### config.mk
export PLATFORM = sky130hd
export DESIGN_NAME = gb80_sequencer
export DESIGN_NICKNAME = d
export VERILOG_FILES = /design/src/rtl/gb80_sequencer.sv
export SDC_FILE = /design/constraint.sdc
export NUM_CORES = 1
export LEC_CHECK = 0
export BUFFER_PORTS_ARGS = -buffer_cell sky130_fd_sc_hd__buf_4
export CAP_MARGIN = 20
export CORE_UTILIZATION = 55
export CTS_BUF_LIST = sky130_fd_sc_hd__clkbuf_4
export CTS_CLUSTER_DIAMETER = 80
export DETAILED_ROUTE_END_ITERATION = 10
export GPL_TIMING_DRIVEN = 0
export HOLD_SLACK_MARGIN = 0.03
export PLACE_DENSITY = 0.79
export SLEW_MARGIN = 20
export SYNTH_ARGS = -nofsm -noshare
export SYNTH_HDL_FRONTEND = slang
export SYNTH_SLANG_ARGS = --single-unit
### constraint.sdc
create_clock -name i_clk -period 3.75 [get_ports i_clk]
set_clock_uncertainty 0.15 [all_clocks]
set_input_delay 0.375 -clock i_clk [delete_from_list [all_inputs] [get_ports i_clk]]
set_output_delay 0.375 -clock i_clk [all_outputs]
set_load 0.005 [all_outputs]
### src/rtl/gb80_sequencer.sv
`default_nettype none
// ============================================================================
// Module   : gb80_sequencer
// Brief    : Three-cycle IDLE/EXEC/WB instruction sequencer with an 8080-style
//            ALU and flag register, plus a HALT state left by a wake pulse.
// Revision : 1.0 - initial release
// ============================================================================
module gb80_sequencer #(
    parameter int DATA_WIDTH         = 8,
    parameter int ADDR_WIDTH         = 3,
    parameter int OPCODE_TYPE_LENGTH = 4
) (
    input  logic                          i_clk,
    input  logic                          i_reset,
    input  logic [OPCODE_TYPE_LENGTH-1:0] i_opcode_type,
    input  logic [DATA_WIDTH-1:0]         i_literal_value,
    input  logic [ADDR_WIDTH-1:0]         i_addr_A,
    input  logic [ADDR_WIDTH-1:0]         i_addr_B,
    input  logic                          i_decode_valid,
    output logic                          o_decode_ready,
    output logic [ADDR_WIDTH-1:0]         o_rf_raddr_A,
    output logic [ADDR_WIDTH-1:0]         o_rf_raddr_B,
    input  logic [DATA_WIDTH-1:0]         i_rf_rdata_A,
    input  logic [DATA_WIDTH-1:0]         i_rf_rdata_B,
    output logic                          o_rf_we,
    output logic [ADDR_WIDTH-1:0]         o_rf_waddr,
    output logic [DATA_WIDTH-1:0]         o_rf_wdata,
    output logic [3:0]                    o_flags,
    input  logic                          i_wake,
    output logic                          o_halted,
    output logic                          o_illegal
);

    localparam logic [OPCODE_TYPE_LENGTH-1:0] c_op_nop   = OPCODE_TYPE_LENGTH'(0);
    localparam logic [OPCODE_TYPE_LENGTH-1:0] c_op_ld_rr = OPCODE_TYPE_LENGTH'(1);
    localparam logic [OPCODE_TYPE_LENGTH-1:0] c_op_ld_li = OPCODE_TYPE_LENGTH'(2);
    localparam logic [OPCODE_TYPE_LENGTH-1:0] c_op_add   = OPCODE_TYPE_LENGTH'(3);
    localparam logic [OPCODE_TYPE_LENGTH-1:0] c_op_sub   = OPCODE_TYPE_LENGTH'(4);
    localparam logic [OPCODE_TYPE_LENGTH-1:0] c_op_and   = OPCODE_TYPE_LENGTH'(5);
    localparam logic [OPCODE_TYPE_LENGTH-1:0] c_op_or    = OPCODE_TYPE_LENGTH'(6);
    localparam logic [OPCODE_TYPE_LENGTH-1:0] c_op_xor   = OPCODE_TYPE_LENGTH'(7);
    localparam logic [OPCODE_TYPE_LENGTH-1:0] c_op_inc   = OPCODE_TYPE_LENGTH'(8);
    localparam logic [OPCODE_TYPE_LENGTH-1:0] c_op_dec   = OPCODE_TYPE_LENGTH'(9);
    localparam logic [OPCODE_TYPE_LENGTH-1:0] c_op_cp    = OPCODE_TYPE_LENGTH'(10);
    localparam logic [OPCODE_TYPE_LENGTH-1:0] c_op_halt  = OPCODE_TYPE_LENGTH'(11);

    typedef enum logic [1:0] {
        S_IDLE = 2'd0,
        S_EXEC = 2'd1,
        S_WB   = 2'd2,
        S_HALT = 2'd3
    } state_t;

    state_t r_state;
    state_t w_next_state;
    logic   w_accept;

    logic [OPCODE_TYPE_LENGTH-1:0] r_type;
    logic [DATA_WIDTH-1:0]         r_literal;
    logic [ADDR_WIDTH-1:0]         r_addr_a;
    logic [ADDR_WIDTH-1:0]         r_addr_b;
    logic [DATA_WIDTH-1:0]         r_result;
    logic [3:0]                    r_next_flags;
    logic [3:0]                    r_flags;

    logic [DATA_WIDTH-1:0] w_alu_result;
    logic [3:0]            w_alu_flags;
    logic                  w_alu_sets_flags;
    logic                  w_n;
    logic                  w_h;
    logic                  w_c;
    logic                  w_write_type;
    logic                  w_illegal_type;

    always_ff @(posedge i_clk) begin
        if (i_reset) begin
            r_state <= S_IDLE;
        end else begin
            r_state <= w_next_state;
        end
    end

    always_comb begin
        w_next_state = r_state;
        w_accept     = 1'b0;
        case (r_state)
            S_IDLE: begin
                if (i_decode_valid) begin
                    w_accept     = 1'b1;
                    w_next_state = S_EXEC;
                end
            end
            S_EXEC:  w_next_state = S_WB;
            S_WB:    w_next_state = (r_type == c_op_halt) ? S_HALT : S_IDLE;
            S_HALT:  w_next_state = i_wake ? S_IDLE : S_HALT;
            default: w_next_state = S_IDLE;
        endcase
    end

    // Carry/borrow are derived by comparison so no partial sum bits dangle.
    always_comb begin
        w_alu_result     = r_result;
        w_alu_sets_flags = 1'b0;
        w_n              = 1'b0;
        w_h              = 1'b0;
        w_c              = 1'b0;
        case (r_type)
            c_op_ld_rr: w_alu_result = i_rf_rdata_B;
            c_op_ld_li: w_alu_result = r_literal;
            c_op_add: begin
                w_alu_result     = i_rf_rdata_A + i_rf_rdata_B;
                w_alu_sets_flags = 1'b1;
                w_h              = i_rf_rdata_A[3:0] > ~i_rf_rdata_B[3:0];
                w_c              = i_rf_rdata_A > ~i_rf_rdata_B;
            end
            c_op_sub, c_op_cp: begin
                w_alu_result     = i_rf_rdata_A - i_rf_rdata_B;
                w_alu_sets_flags = 1'b1;
                w_n              = 1'b1;
                w_h              = i_rf_rdata_A[3:0] < i_rf_rdata_B[3:0];
                w_c              = i_rf_rdata_A < i_rf_rdata_B;
            end
            c_op_and: begin
                w_alu_result     = i_rf_rdata_A & i_rf_rdata_B;
                w_alu_sets_flags = 1'b1;
                w_h              = 1'b1;
            end
            c_op_or: begin
                w_alu_result     = i_rf_rdata_A | i_rf_rdata_B;
                w_alu_sets_flags = 1'b1;
            end
            c_op_xor: begin
                w_alu_result     = i_rf_rdata_A ^ i_rf_rdata_B;
                w_alu_sets_flags = 1'b1;
            end
            c_op_inc: begin
                w_alu_result     = i_rf_rdata_A + DATA_WIDTH'(1);
                w_alu_sets_flags = 1'b1;
                w_h              = i_rf_rdata_A[3:0] == 4'hF;
                w_c              = r_flags[0];
            end
            c_op_dec: begin
                w_alu_result     = i_rf_rdata_A - DATA_WIDTH'(1);
                w_alu_sets_flags = 1'b1;
                w_n              = 1'b1;
                w_h              = i_rf_rdata_A[3:0] == 4'h0;
                w_c              = r_flags[0];
            end
            default: w_alu_result = r_result;
        endcase
        w_alu_flags = w_alu_sets_flags ? {(w_alu_result == '0), w_n, w_h, w_c} : r_flags;
    end

    always_ff @(posedge i_clk) begin
        if (i_reset) begin
            r_type       <= c_op_nop;
            r_literal    <= '0;
            r_addr_a     <= '0;
            r_addr_b     <= '0;
            r_result     <= '0;
            r_next_flags <= 4'b0000;
            r_flags      <= 4'b0000;
        end else begin
            if (w_accept) begin
                r_type    <= i_opcode_type;
                r_literal <= i_literal_value;
                r_addr_a  <= i_addr_A;
                r_addr_b  <= i_addr_B;
            end
            if (r_state == S_EXEC) begin
                r_result     <= w_alu_result;
                r_next_flags <= w_alu_flags;
            end
            if (r_state == S_WB) begin
                r_flags <= r_next_flags;
            end
        end
    end

    assign w_write_type   = (r_type >= c_op_ld_rr) && (r_type <= c_op_dec);
    assign w_illegal_type = r_type > c_op_halt;

    // Write strobe is masked by reset so an aborted WB never reaches the file.
    assign o_rf_we        = (r_state == S_WB) && w_write_type && !i_reset;
    assign o_illegal      = (r_state == S_WB) && w_illegal_type && !i_reset;
    assign o_rf_waddr     = r_addr_a;
    assign o_rf_wdata     = r_result;
    assign o_rf_raddr_A   = r_addr_a;
    assign o_rf_raddr_B   = r_addr_b;
    assign o_flags        = r_flags;
    assign o_decode_ready = (r_state == S_IDLE);
    assign o_halted       = (r_state == S_HALT);

endmodule
`default_nettype wire
==> results of run 1 <==
-- state kept, by name, summed over array words and instances, names as in the netlist --
signal        flops
o_rf_raddr_A      3
r_next_flags      4
o_rf_raddr_B      3
o_rf_wdata        8
o_flags           4
r_state           2
r_literal         8
r_type            4
-- path summary, 6_finish.rpt --
| path | start | end | slack (ps) | depth (start not counted) |
|---|---|---|---|---|
| worst min register to register | r_literal[1] | r_literal[1] | 310 | 2 |
| worst max register to register | r_type[0] | r_next_flags[3] | 260 | 13 |
| worst min-delay path | i_addr_B[2] | o_rf_raddr_B[2] | 100 | 3 |
| worst max-delay path | r_type[0] | r_next_flags[3] | 260 | 13 |
-- metal layers --
| layer | track usage (%) | share of wire, % | up-vias |
|---|---|---|---|
| met3 | 6.25 | 6.5 | 39 |
| met2 | 56.4 | 45 | 170 |
| met5 | 0 | 0 | - |
| met1 | 45.5 | 44 | 1714 |
| met4 | 16.3 | 4.3 | 0 |
| li1 | - | - | 1734 |
-- cell families after synthesis --
logic type | Yosys count | synth area share [%]
simple gates | 169 | 24.9
xor+xnor | 16 | 4.11
compound gates | 128 | 25.9
buf+inv | 57 | 7.75
fa+ha+maj | 36 | 13.7
mux | 8 | 2.53
flops | 36 | 21.2
-- power by group --
part / switching, W / internal [W] / leakage (nW) / total [W]
combinational: 0.000282 / 0.000206 / 1.43 / 0.000488
sequential: 0.0000149 / 0.000404 / 0.294 / 0.000419
clock: 0.000146 / 0.000139 / 0.0412 / 0.000285
-- area by class of cell --
| type | instances | area [µm²] |
|---|---|---|
| multi-input cells | 357 | 2420 |
| plain buffers | 31 | 166 |
| fillers | 545 | 1910 |
| repair buffers | 62 | 465 |
| flip-flops and latches | 36 | 721 |
| clock inverters | 3 | 42.5 |
| inverters | 26 | 97.6 |
| well taps | 75 | 93.8 |
| clock buffers | 5 | 37.5 |
-- through the flow --
step / hold WS [ps] / utilization, % / power [W] / area [µm²] / std cells
2_1_floorplan: 281 / - / 0.000740 / 3410 / 450
3_3_place_gp: 294 / 66.6 / 0.000895 / 3970 / 587
3_5_place_dp: 300 / 66.6 / 0.000904 / 3970 / 587
4_1_cts: 96.8 / 67.9 / 0.00118 / 4050 / 595
5_1_grt: 89.4 / 67.9 / 0.00125 / 4050 / 595
6_report: 98.3 / 67.9 / 0.00119 / 4050 / 595
-- critical path: cells and delay by family (launching register included) --
kind	cells	cell delay, ps
compound gates	4	870
simple gates	6	1670
flops	1	320
buf+inv	2	210
fa+ha+maj	1	210
-- cell usage in the layout (no fill, tap or decap), types with 3 or more instances in the layout --
master	instances
o21ai_0	14
nand3b_1	4
mux2i_1	6
buf_6	3
nand3_1	7
nand4_1	6
a21o_1	7
o21a_1	6
a21oi_1	40
nand2_1	62
xor2_1	3
buf_1	4
nor2_1	29
inv_1	26
nand2b_1	10
clkbuf_1	10
o22ai_1	3
nor3b_1	3
buf_4	66
and3_1	4
nor2b_1	13
buf_2	10
a211oi_1	3
a31oi_1	7
or3_1	3
o211ai_1	3
a221oi_2	3
o21ai_1	4
xnor2_1	13
dfxtp_1	36
ha_1	34
clkbuf_4	5
a22o_1	5
nor3_1	13
o21bai_1	3
==> metrics.md, run 1 <==
| Metric | Value |
|---|---|
| Final WL | approximately 11000 µm |
| Top-count cell post-synth | nand2_1 |
| ANT nets after route | 0 |
| Synth cell types | 70 |
| Number of inserted diodes | 0 |
| Clock transition at the registers of the reported paths | 120 ps |
| Critical path endpoint category | flop |
| Final cycle utilization of the critical path | 93.0% |
| Ys Warns | 0 |
| Startpoint Class | flop |
| FP Rows | 28 |
| Post-CTS Setup Bufs | 0 |
| Highest clock rate | roughly 290 MHz |
| Grt ovf | 0 |
| Io pins | 63 |
| Port bufs | 62 |
| Clock Path Buffers | 2 |
| Peak VDD IR | 0.000260 V |
| Max capacitance violation total | 0 |
| Synth top area cells | dfxtp_1, ha_1, nand2_1 |
| Worst-path cell chain | buf_4 -> nor2b_1 -> nand2_1 -> o21a_1 -> inv_1 -> ha_1 -> nor2b_1 -> o21a_1 -> or3_1 -> a32o_1 -> nor4_2 -> nand4_1 -> o22ai_1 |
| Min Tclk post-route | 3490 ps |
| Pin count of the biggest net entering global routing | 13 |
| H-tree depth | 2 |
| Slew headroom | between 50 and 60% |
| DR pass1 iterations | 5 |
| CTS root buffer | clkbuf_4 |
| Post-Syn Area | around 3400 µm² |
| Post-cts hold buffer count | 0 |
| Gr usage total | 35.2% |
| Hold Vio Cnt, Final | 0 |
| Critical path class | flop to flop |
| #FFs+latches synth | 36 |
| CTS tree | built |
| DRT iter0 DRCs | 249 |
| HP Class | input port to flop |
| Die width | about 81 µm |
| CORE AREA | around 6000 µm² |
| Post-synth EDFFs | 0 |
| Synth cell count leaders | nand2_1, a21oi_1, dfxtp_1 |
| Nets | between 500 and 600 |
| Detailed placement HPWL | 8700 µm |
| Vias per cell | ~6.1 |
| Worst-skew pair later-pin latency | 360 ps |
| Cell area power density | approximately 290 nW/µm² |
| Leakage | 1.76 nW |
| Yosys top cell by area | dfxtp_1 |
| Vias in the first global route | 3373 |
| Routability Congestion | 1.00 |
| Share of cells above drive strength 1 | 19.2% |
| Die outline area | 6510 µm² |
| Initial Utilization | 57.2% |
| Final Setup Violations | 0 |
| Post-Route Setup TNS | 0 ps |
| Post-synthesis sequential area ratio | 21.2% |
| Dpl ws | 351 ps |
| Gates resized, CTS repair | 0 |
| Routed len/inst | 18.5 µm |
| Final Slew Violations | 0 |
| Die Y | 80.7 µm |
| Status | completed |
| # DRC | 0 |
| Worst path required time | 3890 ps |
| Syn Inst Count | 450 |
| First-pass GRT wire length | 17000 µm |
| TritonCTS Buffers | 5 |
| Synth async-reset ratio | 0% |
| CP max-delay cell | nor2b_1 |
| Area delta synth->final | 18.8% |
| Antenna violations before repair | 0 |
| Yosys top cell area share | about a fifth |
| Main synth FF type | dfxtp_1 |
| Clock sink count | 36 |
| CP Data Arrival Time | 3630 ps |
| Post-synthesis average cell area | between 7 and 8 µm² |
| Critical Path Fanout Max | 8 |
| Worst Max-Slew Pin Slew | 712 ps |
| RSZ-0062 raised after global routing | false |
| Vias | roughly 3700 |
| Synthesized Nets | 524 |
| Final WS setup | 261 ps |
| CP max stage delay | 350 ps |
(Power assumes the default switching activity.)
==> run 2: changes to the inputs <==
--- a/config.mk
+++ b/config.mk
@@ -5,6 +5,7 @@
 export SDC_FILE = /design/constraint.sdc
 export NUM_CORES = 1
 export LEC_CHECK = 0
+export ABC_AREA = 1
 export BUFFER_PORTS_ARGS = -buffer_cell sky130_fd_sc_hd__buf_4
 export CAP_MARGIN = 20
 export CORE_UTILIZATION = 55
==> metrics.md, run 2 <==
| Metric | Value |
|---|---|
| Status | completed |
| Synthesized Nets | 606 (+16%) |
| #FFs+latches synth | 36 (unchanged) |
| First-pass GRT wire length | 15500 µm (-8.9%) |
| Leakage | 2.09 nW (+19%) |
| CTS tree | built |
| Reg2reg start | r_type[3] |
| Post-Syn Area | 3270 µm² (-3.9%) |
| RSZ-0062 raised after global routing | false |
| Io pins | 63 (unchanged) |
| Yosys top cell by area | dfxtp_1 |
| Peak VDD IR | 0.000276 V (+6.2%) |
| Syn Inst Count | 532 (+18%) |
| Most common cell after layout, fill and taps aside | nand2_1 |
| Most frequent cells in the layout | nand2_1, nor2_1, inv_1 |
| Die Y | 79.1 µm (-1.9%) |
| Post-synth EDFFs | 0 (unchanged) |
| CP max stage delay | 510 ps (+160 ps) |
| Cell mode on critical path | nor2_1 |
| Yosys top cell area share | 22.0% (+0.87 points) |
| Die width | 79.1 µm (-1.9%) |
| Final cycle utilization of the critical path | 83.3% (-9.7 points) |
| H-tree depth | 2 (unchanged) |
| CORE AREA | 5610 µm² (-5.8%) |
| Final WS setup | 625 ps (+364 ps) |
| Max capacitance violation total | 0 (unchanged) |
| HP Class | input port to flop |
| Die outline area | 6260 µm² (-3.8%) |
| Post-synthesis sequential area ratio | 22.0% (+0.87 points) |
| Synth async-reset ratio | 0% (unchanged) |
| Post-Route Setup TNS | 0 ps (unchanged) |
| DRT iter0 DRCs | 238 (-4.4%) |
| ANT nets after route | 0 (unchanged) |
| Cell area power density | 290 nW/µm² (-1.6%) |
| FP Rows | 27 (-3.6%) |
| Endpoint, Worst Hold | o_rf_raddr_A[2] |
| Reg2Reg Depth | 21 (+8) |
| CTS root buffer | clkbuf_4 |
| Design area | 3890 µm² (-3.9%) |
| Critical Path Fanout Max | 10 (+2) |
| Top-count cell post-synth | nand2_1 |
| Area delta synth->final | 18.8% (about the same) |
| Post-synthesis average cell area | 6.15 µm² (-19%) |
| Vias in the first global route | 3365 (-0.24%) |
| Gr usage total | 32.2% (-3.0 points) |
| Final Slew Violations | 0 (unchanged) |
| Synth cell types | 37 (-47%) |
| Hold path cells | 3 (unchanged) |
| Share of cells above drive strength 1 | 16.7% (-2.5 points) |
| Critical path endpoint category | flop |
| CP max-delay cell | fa_1 |
| Port bufs | 62 (unchanged) |
| Vias | 3669 (+0.33%) |
| Min Tclk post-route | 3130 ps (-364 ps) |
| Worst-skew pair later-pin latency | 340 ps (-20 ps) |
| Final Setup Violations | 0 (unchanged) |
| Hold Vio Cnt, Final | 0 (unchanged) |
| R2R Setup Slk | 620 ps (+360 ps) |
| Worst path required time | 3890 ps (about the same) |
| Synth cell count leaders | nand2_1, nor2_1, inv_1 |
| Pin count of the biggest net entering global routing | 12 (-1) |
| Ys Warns | 0 (unchanged) |
| Initial Utilization | 58.4% (+1.2 points) |
| R2r endpoint | r_next_flags[3] |
| Vias per cell | 5.44 (-12%) |
| Detailed placement HPWL | 7890 µm (-9.2%) |
| Clock Path Buffers | 2 (unchanged) |
| TritonCTS Buffers | 5 (unchanged) |
| Worst Max-Slew Pin Slew | 542 ps (-170 ps) |
| Routed len/inst | 14.6 µm (-21%) |
| Worst-path cell chain | inv_2 -> nor2_1 -> inv_1 -> nor2_1 -> inv_1 -> buf_6 -> o21ai_0 -> inv_1 -> fa_1 -> inv_1 -> nand2_2 -> nand2_2 -> nor2_2 -> nand4_1 -> nor2_1 -> nand2_1 -> nor2_1 -> nand3_1 -> nor2_1 -> nor2_1 -> nor2_1 |
| Clock sink count | 36 (unchanged) |
| DR pass1 iterations | 5 (unchanged) |
| Clock transition at the registers of the reported paths | 120 ps (about the same) |
| Startpoint Class | flop |
| Gates resized, CTS repair | 0 (unchanged) |
| Highest clock rate | 320 MHz (+12%) |
| Routability Congestion | 0.989 (-1.5%) |
| Dpl ws | 568 ps (+217 ps) |
| CP Data Arrival Time | 3260 ps (-370 ps) |
| Slew headroom | 63.9% (+13 points) |
| Nets | 676 (+14%) |
| Critical path class | flop to flop |
| Main synth FF type | dfxtp_1 |
| Antenna violations before repair | 0 (unchanged) |
| Synth top area cells | dfxtp_1, nand2_1, ha_1 |
| # DRC | 0 (unchanged) |
| Placed cell area | 3830 µm² (-3.5%) |
| Final WL | 9850 µm (-11%) |
| HP Start | i_addr_A[2] |
| Number of inserted diodes | 0 (unchanged) |
| Grt ovf | 0 (unchanged) |
==> run 2: layout make-up <==
type / count / area [µm²]
multi-input cells: 407 / 2200
repair buffers: 63 / 475
fillers: 513 / 1720
clock buffers: 5 / 37.5
plain buffers: 12 / 65.1
inverters: 77 / 292
flip-flops and latches: 36 / 721
well taps: 72 / 90.1
clock inverters: 3 / 13.8
==> run 2: per-layer routing <==
layer / vias to the layer above / share of wire, % / track usage [%]
li1: 1853 / - / -
met1: 1650 / 44 / 40.6
met2: 147 / 47 / 55.6
met3: 19 / 7.5 / 4.48
met4: 0 / 1.9 / 11.3
met5: - / 0 / 0
==> run 2: logic make-up (layout without fill, tap and decap cells) <==
family                     count (synthesis)  after routing  synth area share [%]
AOI/OAI and AO/OA                         90             90                  15.0
xor gates and xnor gates                   4              4                  1.07
adders and majority gates                 36             36                  14.2
buffers and inverters                     89            160                  10.9
DFF                                       36             36                  22.0
and+or+nand+nor                          277            277                  36.8
==> run 2: what timing repair did <==
item                                   CTS  global route
buffers inserted                         0             0
endpoints found under the hold margin    1             0
setup endpoints to repair                0             0
hold buffers                             1             0
==> run 2: power by group <==
| group | internal (W) | switching (W) |
|---|---|---|
| registers | 0.000413 | 0.0000235 |
| clock network | 0.0000689 | 0.000135 |
| logic | 0.000189 | 0.000299 |
==> run 2: worst max-delay path: cells and delay by family (launching register included) <==
kind / cells / cell delay [ps]
simple gates: 13 / 1230
buf+inv: 6 / 570
fa+ha+maj: 1 / 510
flops: 1 / 490
compound gates: 1 / 130
==> run 2: how the worst max path moves through the flow <==
stage	start	end	slack, ps	depth (start not counted)
after floorplan	r_type[3]	r_next_flags[3]	1150	22
after global placement	i_rf_rdata_B[1]	r_next_flags[3]	570	20
after detailed placement	i_rf_rdata_B[1]	r_next_flags[3]	570	20
after CTS	r_type[3]	r_next_flags[3]	600	21
after global routing	r_type[3]	r_next_flags[3]	270	22
final	r_type[3]	r_next_flags[3]	620	21
==> run 2: per-stage QoR <==
step                      instances  util, %  hold slack (ps)  total power [W]
after detailed placement        666     68.3              298         0.000922
after floorplan                 532        -              280         0.000757
after CTS                       675     69.4              125          0.00112
after global routing            675     69.4              126          0.00121
after global placement          666     68.3              298         0.000910
final                           675     69.4              129          0.00113
